===== src/rtl/prog_loader_pkg.sv =====
// prog_loader_pkg: shared types and constants for the program-ROM loader.
// Holds the loader state enum and the instruction/address geometry.
// Optional build macro PROG_LOADER_CHECKSUM_EN adds the trailing-checksum state.
package prog_loader_pkg;

  localparam int INSTR_W        = 18;
  localparam int ADDR_W         = 16;
  localparam int BYTES_PER_WORD = 3;

  typedef enum logic [3:0] {
    ST_IDLE,
    ST_LEN_HI,
    ST_LEN_LO,
    ST_B0,
    ST_B1,
    ST_B2,
    ST_WRITE,
`ifdef PROG_LOADER_CHECKSUM_EN
    ST_CSUM,
`endif
    ST_DONE,
    ST_ERROR
  } state_e;

endpackage


===== src/rtl/prog_loader_word_assembler.sv =====
// prog_loader_word_assembler: packs three received bytes into one instruction word.
// Ports: i_clock/i_reset_n; i_byte with per-position capture strobes i_cap_b0..b2;
//        o_word (full word, updated on the third byte); o_fmt_err (high-byte format check).
module prog_loader_word_assembler
  import prog_loader_pkg::*;
(
  input  logic               i_clock,
  input  logic               i_reset_n,
  input  logic [7:0]         i_byte,
  input  logic               i_cap_b0,
  input  logic               i_cap_b1,
  input  logic               i_cap_b2,
  output logic [INSTR_W-1:0] o_word,
  output logic               o_fmt_err
);

  if (INSTR_W > BYTES_PER_WORD * 8) begin : g_bad_geometry
    $error("prog_loader_word_assembler: instruction does not fit in the byte count");
  end

  logic [1:0]         hi_q;
  logic [7:0]         mid_q;
  logic [INSTR_W-1:0] word_q;

  // Only the two low bits of the first byte carry instruction bits.
  assign o_fmt_err = |i_byte[7:2];

  // word_q changes only when the last byte lands, so it stays stable
  // while the next word's first two bytes are being collected.
  always_ff @(posedge i_clock or negedge i_reset_n) begin
    if (!i_reset_n) begin
      hi_q   <= '0;
      mid_q  <= '0;
      word_q <= '0;
    end else begin
      if (i_cap_b0) hi_q   <= i_byte[1:0];
      if (i_cap_b1) mid_q  <= i_byte;
      if (i_cap_b2) word_q <= {hi_q, mid_q, i_byte};
    end
  end

  assign o_word = word_q;

endmodule


===== src/rtl/prog_loader.sv =====
// prog_loader: receives a length-prefixed byte stream and writes 18-bit words to program memory.
// Ports: i_clock/i_reset_n, i_start pulse, i_rx_* valid/ready byte input, o_mem_* write port,
//        o_busy/o_done/o_error/o_cpu_hold status, o_word_count. Macro: PROG_LOADER_CHECKSUM_EN.
module prog_loader
  import prog_loader_pkg::*;
#(
  parameter logic [15:0] BASE_ADDR     = 16'h0000,
  parameter int unsigned DEPTH         = 1024,
  parameter bit          HOLD_AT_RESET = 1'b1
) (
  input  logic               i_clock,
  input  logic               i_reset_n,
  input  logic               i_start,
  input  logic [7:0]         i_rx_data,
  input  logic               i_rx_valid,
  output logic               o_rx_ready,
  output logic [ADDR_W-1:0]  o_mem_addr,
  output logic [INSTR_W-1:0] o_mem_data,
  output logic               o_mem_we,
  output logic               o_busy,
  output logic               o_cpu_hold,
  output logic               o_done,
  output logic               o_error,
  output logic [15:0]        o_word_count
);

  if ((32'(BASE_ADDR) + 32'(DEPTH)) > 32'h0001_0000) begin : g_bad_range
    $error("prog_loader: BASE_ADDR + DEPTH exceeds the 16-bit address space");
  end

  localparam logic [16:0] DEPTH_L = 17'(DEPTH);

  state_e              state_q, state_d;
  logic [15:0]         len_q, len_d;
  logic [15:0]         cnt_q, cnt_d;
  logic [ADDR_W-1:0]   addr_q, addr_d;
  logic                busy_q, busy_d;
  logic                done_q, done_d;
  logic                error_q, error_d;
  logic                hold_q, hold_d;
`ifdef PROG_LOADER_CHECKSUM_EN
  logic [7:0]          sum_q, sum_d;
`endif

  logic                accept;
  logic                cap_b0, cap_b1, cap_b2;
  logic                fmt_err;
  logic [INSTR_W-1:0]  word;
  logic                finish_ok, go_done, go_error;
  logic [16:0]         len_full;

  always_comb begin
    o_rx_ready = 1'b0;
    case (state_q)
      ST_LEN_HI, ST_LEN_LO, ST_B0, ST_B1, ST_B2: o_rx_ready = 1'b1;
`ifdef PROG_LOADER_CHECKSUM_EN
      ST_CSUM:                                   o_rx_ready = 1'b1;
`endif
      default:                                   o_rx_ready = 1'b0;
    endcase
  end

  assign accept   = i_rx_valid && o_rx_ready;
  assign cap_b0   = accept && (state_q == ST_B0) && !fmt_err;
  assign cap_b1   = accept && (state_q == ST_B1);
  assign cap_b2   = accept && (state_q == ST_B2);
  assign len_full = {1'b0, len_q[15:8], i_rx_data};

  prog_loader_word_assembler u_asm (
    .i_clock   (i_clock),
    .i_reset_n (i_reset_n),
    .i_byte    (i_rx_data),
    .i_cap_b0  (cap_b0),
    .i_cap_b1  (cap_b1),
    .i_cap_b2  (cap_b2),
    .o_word    (word),
    .o_fmt_err (fmt_err)
  );

  always_comb begin
    state_d   = state_q;
    len_d     = len_q;
    cnt_d     = cnt_q;
    addr_d    = addr_q;
    busy_d    = busy_q;
    done_d    = done_q;
    error_d   = error_q;
    hold_d    = hold_q;
`ifdef PROG_LOADER_CHECKSUM_EN
    sum_d     = sum_q;
`endif
    finish_ok = 1'b0;
    go_done   = 1'b0;
    go_error  = 1'b0;

    case (state_q)
      ST_IDLE, ST_DONE, ST_ERROR: begin
        if (i_start) begin
          done_d  = 1'b0;
          error_d = 1'b0;
          cnt_d   = '0;
          busy_d  = 1'b1;
          hold_d  = 1'b1;
`ifdef PROG_LOADER_CHECKSUM_EN
          sum_d   = '0;
`endif
          state_d = ST_LEN_HI;
        end
      end
      ST_LEN_HI: begin
        if (accept) begin
          len_d   = {i_rx_data, len_q[7:0]};
          state_d = ST_LEN_LO;
        end
      end
      ST_LEN_LO: begin
        if (accept) begin
          len_d = len_full[15:0];
          if (len_full > DEPTH_L)  go_error  = 1'b1;
          else if (len_full == '0) finish_ok = 1'b1;
          else                     state_d   = ST_B0;
        end
      end
      ST_B0: begin
        if (accept) begin
          if (fmt_err) go_error = 1'b1;
          else         state_d  = ST_B1;
        end
      end
      ST_B1: begin
        if (accept) state_d = ST_B2;
      end
      ST_B2: begin
        if (accept) begin
          // Address is latched here so it is stable for the whole WRITE cycle.
          addr_d  = BASE_ADDR + cnt_q;
          state_d = ST_WRITE;
        end
      end
      ST_WRITE: begin
        cnt_d = cnt_q + 16'd1;
        if ((cnt_q + 16'd1) == len_q) finish_ok = 1'b1;
        else                          state_d   = ST_B0;
      end
`ifdef PROG_LOADER_CHECKSUM_EN
      ST_CSUM: begin
        if (accept) begin
          if (i_rx_data == sum_q) go_done  = 1'b1;
          else                    go_error = 1'b1;
        end
      end
`endif
      default: state_d = ST_IDLE;
    endcase

    if (finish_ok) begin
`ifdef PROG_LOADER_CHECKSUM_EN
      state_d = ST_CSUM;
`else
      go_done = 1'b1;
`endif
    end

`ifdef PROG_LOADER_CHECKSUM_EN
    // The checksum byte itself is not part of the sum.
    if (accept && (state_q != ST_CSUM)) sum_d = sum_q + i_rx_data;
`endif

    if (go_done) begin
      state_d = ST_DONE;
      busy_d  = 1'b0;
      done_d  = 1'b1;
      hold_d  = 1'b0;
    end
    if (go_error) begin
      state_d = ST_ERROR;
      busy_d  = 1'b0;
      error_d = 1'b1;
      hold_d  = 1'b1;
    end
  end

  always_ff @(posedge i_clock or negedge i_reset_n) begin
    if (!i_reset_n) begin
      state_q <= ST_IDLE;
      len_q   <= '0;
      cnt_q   <= '0;
      addr_q  <= '0;
      busy_q  <= 1'b0;
      done_q  <= 1'b0;
      error_q <= 1'b0;
      hold_q  <= HOLD_AT_RESET;
`ifdef PROG_LOADER_CHECKSUM_EN
      sum_q   <= '0;
`endif
    end else begin
      state_q <= state_d;
      len_q   <= len_d;
      cnt_q   <= cnt_d;
      addr_q  <= addr_d;
      busy_q  <= busy_d;
      done_q  <= done_d;
      error_q <= error_d;
      hold_q  <= hold_d;
`ifdef PROG_LOADER_CHECKSUM_EN
      sum_q   <= sum_d;
`endif
    end
  end

  assign o_mem_we     = (state_q == ST_WRITE);
  assign o_mem_addr   = addr_q;
  assign o_mem_data   = word;
  assign o_busy       = busy_q;
  assign o_cpu_hold   = hold_q;
  assign o_done       = done_q;
  assign o_error      = error_q;
  assign o_word_count = cnt_q;

endmodule


===== config.mk =====
export PLATFORM = sky130hd
export DESIGN_NAME = prog_loader
export DESIGN_NICKNAME = d
export VERILOG_FILES = /design/src/rtl/prog_loader_pkg.sv /design/src/rtl/prog_loader_word_assembler.sv /design/src/rtl/prog_loader.sv
export SDC_FILE = /design/constraint.sdc
export NUM_CORES = 1
export LEC_CHECK = 0
export CORE_MARGIN = 2
export CORE_UTILIZATION = 54
export DETAILED_ROUTE_END_ITERATION = 8
export DONT_BUFFER_PORTS = 1
export GPL_TIMING_DRIVEN = 0
export PLACE_DENSITY_LB_ADDON = 0.05
export SYNTH_ARGS = -nofsm -noshare
export SYNTH_HDL_FRONTEND = slang
export SYNTH_SLANG_ARGS = --single-unit

===== constraint.sdc =====
create_clock -name i_clock -period 2.85 [get_ports i_clock]
set_input_delay 0.285 -clock i_clock [delete_from_list [all_inputs] [get_ports i_clock]]
set_output_delay 0.285 -clock i_clock [all_outputs]
set_load 0.05 [all_outputs]

==> results by group <==
Timing
  • Post-route minimum period: ~2.8 ns
  • Worst slew pin tran: approximately 1.1 ns
  • Final sum of negative setup slack: 0 ns
  • Final setup violation count: 0
  • Setup ws final: between 0.07 and 0.08 ns
  • Hold Worst Slack: ~0.042 ns
  • Maximum clock frequency: about 360 MHz
  • Unrepaired setup endpoints after global routing: no
  • Final count of pins violating max slew: 0
  • Post-route clock period utilization: between 90% and 100%
  • Total count of hold-check failures in the final report: 0
  • Tightest slew margin relative to the limit: around 26%
  • Worst setup skew after layout: approximately 0.013 ns

Setup path
  • Worst-path cell chain: clkbuf_1 > nand4_1 > nor3_1 > o211a_1 > o221ai_1 > or4_4 > nor3b_2
  • Required time at the worst-slack endpoint: 3.08 ns
  • Number of logic stages on the critical path including buffering: 7
  • Kind of start point of the critical path: flop
  • Arrival time of data at the critical path endpoint: between 3 and 4 ns
  • Worst setup EP type: flop
  • Worst Setup SP: o_word_count[1]
  • Path type of the worst setup path: flop to flop
  • Top delay family on crit path: simple AND/OR/NAND/NOR gates
  • Startpoint of the worst register-to-register path: o_word_count[1]
  • Number of buffers and inverters on the critical path: 1
  • Stage delay of the slowest cell on the critical path: approximately 0.56 ns
  • Maximum fanout count along the critical path: 8
  • Worst Reg-to-Reg Cells: 7
  • Slowest cell on the critical path: sky130_fd_sc_hd__or4_4

Synth
  • Yosys warns: 0
  • Flops & latches, synth: between 80 and 90
  • Async set-reset flop share out of synthesis: 100%
  • Fraction of post-synthesis cell area in the top cell type by area: between 40% and 50%
  • Net Count, Synth: roughly 420
  • Share of the yosys chip area belonging to registers: between 40% and 50%
  • Area contributors post-synth: sky130_fd_sc_hd__dfrtp_1 49%, sky130_fd_sc_hd__mux2_2 14%, sky130_fd_sc_hd__o21ai_0 4.1%
  • EDFF count, synth: 0
  • Count of mapped cells out of synthesis: roughly 410
  • Most instantiated flip-flop cell in the synthesis netlist: sky130_fd_sc_hd__dfrtp_1
  • Mapped Area: roughly 4300 um^2
  • Synthesized area per cell: between 10 and 15 um^2
  • Library cells used by synthesis: 54
  • Largest area contributor in the netlist: sky130_fd_sc_hd__dfrtp_1

Hold path
  • Hold Startpoint: i_rx_data[3]
  • Number of cells on the worst hold path: 2
  • Path type of the worst min-delay path: input pin to flop

Place
  • Worst Setup Slack post-DPL: -0.409 ns
  • Routability cong.: between 0.9 and 1
  • Port Buffers: 0
  • Placed wire-length estimate: a little under 7 mm

Detailed routing
  • Average wire per standard cell: 18.7 um
  • Vias per std cell: 5.95
  • DR pass1 iterations: 4
  • Post-route ant nets: 0
  • 1st-iter DRT viols: 145
  • Residual DRC count: 0
  • Wire length reported by the detailed router: around 9.8 mm
  • Number of vias after detailed routing: roughly 3100

Final layout
  • Final Core Density: about 62%
  • Multi-input gate area in the final layout: 2080 um^2
  • Share of layout cells above drive strength 1: 28.1%
  • Area growth from synthesis to layout: 11.5%
  • Sequential cell area: 2120 um^2
  • Net total in the final layout: 432
  • Fill cell count: 660
  • Diodes inserted: 0

GRT
  • First-pass GRT wire length: 16.1 mm
  • All-layer global routing usage: 24.2%
  • Largest net degree at the start of global routing: 85
  • Global route overflow: 0
  • Vias in the first global route: between 3000 and 4000
  • Number of antenna violations at the first check in global routing: 0

Floorplan
  • Die Wd: 93.0 um
  • Top-Level Pins: a little under 70
  • Effective utilization at floorplan: a little under three fifths
  • Core area: just under 8000 um^2
  • Die height: between 90 and 100 um
  • Area of the die: slightly below 9000 um^2
  • FP Rows: 32

Clocking
  • Library cell used as clock root buffer: sky130_fd_sc_hd__clkbuf_8
  • Buffer levels on the longest clock path: 2
  • Number of buffers created by CTS: 9
  • Clock-pin slew of the registers on the worst-case setup and hold paths: approximately 0.1 ns
  • CTS HTree Levels: 3
  • TritonCTS Sinks: 84
  • Clock network latency to the later pin of the worst-skew pair: between 0.3 and 0.4 ns
  • Clock tree from TritonCTS: yes

Pwr
  • Leak Pwr: between 2 and 2.5 nW
  • Power density over cell area: approximately 1100 nW/um^2
  • Peak supply drop: approximately 0.0008 V

Job
  • Max Cap Viol: 0

Outcome
  • Status: complete, no violations
metrics by stage:
step / total power [W] / std cells / area (um^2)
after floorplan: 0.00373 / 405 / 4280
after global placement: 0.00405 / 507 / 4410
after detailed placement: 0.00409 / 507 / 4410
after CTS: 0.00515 / 527 / 4730
after global routing: 0.00544 / 526 / 4770
final: 0.00512 / 526 / 4770
power by group:
| part | switching, W | internal, W |
|---|---|---|
| registers | 0.000978 | 0.00157 |
| clock network | 0.000471 | 0.000533 |
| logic | 0.000870 | 0.000693 |
metal layers:
layer  GRT usage (%)  share of wire, %
met5               0                 0
met4            8.33               1.7
met3            4.67               6.2
met2            35.5                45
met1            36.1                47
layout make-up:
cell class,instances,share of cell area (%)
Timing Repair Buffer,4,1.10
Tap cell,102,2.68
Inverter,4,0.315
Buffer,26,2.91
Multi-Input combinational cell,290,43.6
Clock inverter,6,2.05
Sequential cell,84,44.5
Clock buffer,10,2.89
cells in the final DEF (no fill, tap or decap), drive strengths merged, types with 3 or more instances in the layout:
| cell type | netlist | routed |
|---|---|---|
| nor2 | 27 | 27 |
| and4 | 3 | 3 |
| and3 | 7 | 7 |
| and2 | 4 | 4 |
| a22o | 3 | 3 |
| o21ai | 35 | 35 |
| o31ai | 4 | 4 |
| nor4 | 10 | 10 |
| xor2 | 9 | 9 |
| a211oi | 6 | 6 |
| xnor2 | 7 | 7 |
| or3 | 3 | 3 |
| dfrtp | 83 | 83 |
| mux2i | 3 | 3 |
| nand3 | 11 | 11 |
| inv | 4 | 8 |
| nor3 | 7 | 7 |
| mux2 | 53 | 53 |
| a21o | 4 | 4 |
| buf | 16 | 18 |
| a21oi | 10 | 10 |
| nor2b | 6 | 6 |
| nand4 | 10 | 10 |
| nor4b | 3 | 3 |
| nand2 | 43 | 43 |
| clkbuf | 11 | 21 |
cells in the mapped netlist (4+ instances only):
cell type	count
sky130_fd_sc_hd__mux2_2	53
sky130_fd_sc_hd__o21ai_0	35
sky130_fd_sc_hd__dfrtp_1	83
sky130_fd_sc_hd__a21oi_1	10
sky130_fd_sc_hd__a21o_1	4
sky130_fd_sc_hd__xor2_1	9
sky130_fd_sc_hd__nor2b_1	6
sky130_fd_sc_hd__nor3_1	7
sky130_fd_sc_hd__nor2_1	27
sky130_fd_sc_hd__nand4_1	9
sky130_fd_sc_hd__clkbuf_1	10
sky130_fd_sc_hd__a211oi_1	4
sky130_fd_sc_hd__and2_1	4
sky130_fd_sc_hd__buf_2	8
sky130_fd_sc_hd__xnor2_1	7
sky130_fd_sc_hd__o31ai_1	4
sky130_fd_sc_hd__inv_1	4
sky130_fd_sc_hd__nand2_1	43
sky130_fd_sc_hd__buf_4	4
sky130_fd_sc_hd__nand3_1	10
sky130_fd_sc_hd__and3_1	7
sky130_fd_sc_hd__nor4_1	10
cells by family (layout without fill, tap and decap cells):
group,Yosys count,after routing,share of synthesized area (%)
DFF,84,84,49.2
xor gates and xnor gates,17,17,3.83
buffers and inverters,31,50,3.69
AOI/OAI and AO/OA,74,74,10.9
muxes,56,56,14.7
adders and majority gates,1,1,0.293
and+or+nand+nor,142,142,17.5
worst register-to-register path: stages, from the launching register on:
cell and delay [ns]:
sky130_fd_sc_hd__dfrtp_2 0.55, sky130_fd_sc_hd__clkbuf_1 0.37, sky130_fd_sc_hd__nand4_1 0.26, sky130_fd_sc_hd__nor3_1 0.37
sky130_fd_sc_hd__o211a_1 0.23, sky130_fd_sc_hd__o221ai_1 0.14, sky130_fd_sc_hd__or4_4 0.56, sky130_fd_sc_hd__nor3b_2 0.18
state kept, by name (all words and copies together), names as in the netlist:
register      cells
u_asm.o_word     18
o_word_count     16
u_asm.hi_q        2
o_cpu_hold        1
len_q            16
u_asm.mid_q       8
state_q           4
o_done            1
o_mem_addr       16
o_error           1
o_busy            1
path summary, 6_finish.rpt:
path | slack [ns] | endpoint
max in group asynchronous | 2.02 | o_word_count[6]
min reg2reg | 0.50 | u_asm.o_word[11]
max | 0.07 | o_busy
min in group asynchronous | 0.45 | state_q[3]
max reg2reg | 0.07 | o_busy
min | 0.04 | len_q[11]
repair_timing:
item | CTS | global route
cloned | 0 | 0
hold buffers | 2 | 0
pin swaps | 1 | 0
hold endpoints to repair | 84 | 0
resized for setup | 9 | 16
endpoints found under the setup margin | 4 | 4
setup buffers | 2 | 0
(Power assumes the default switching activity.)
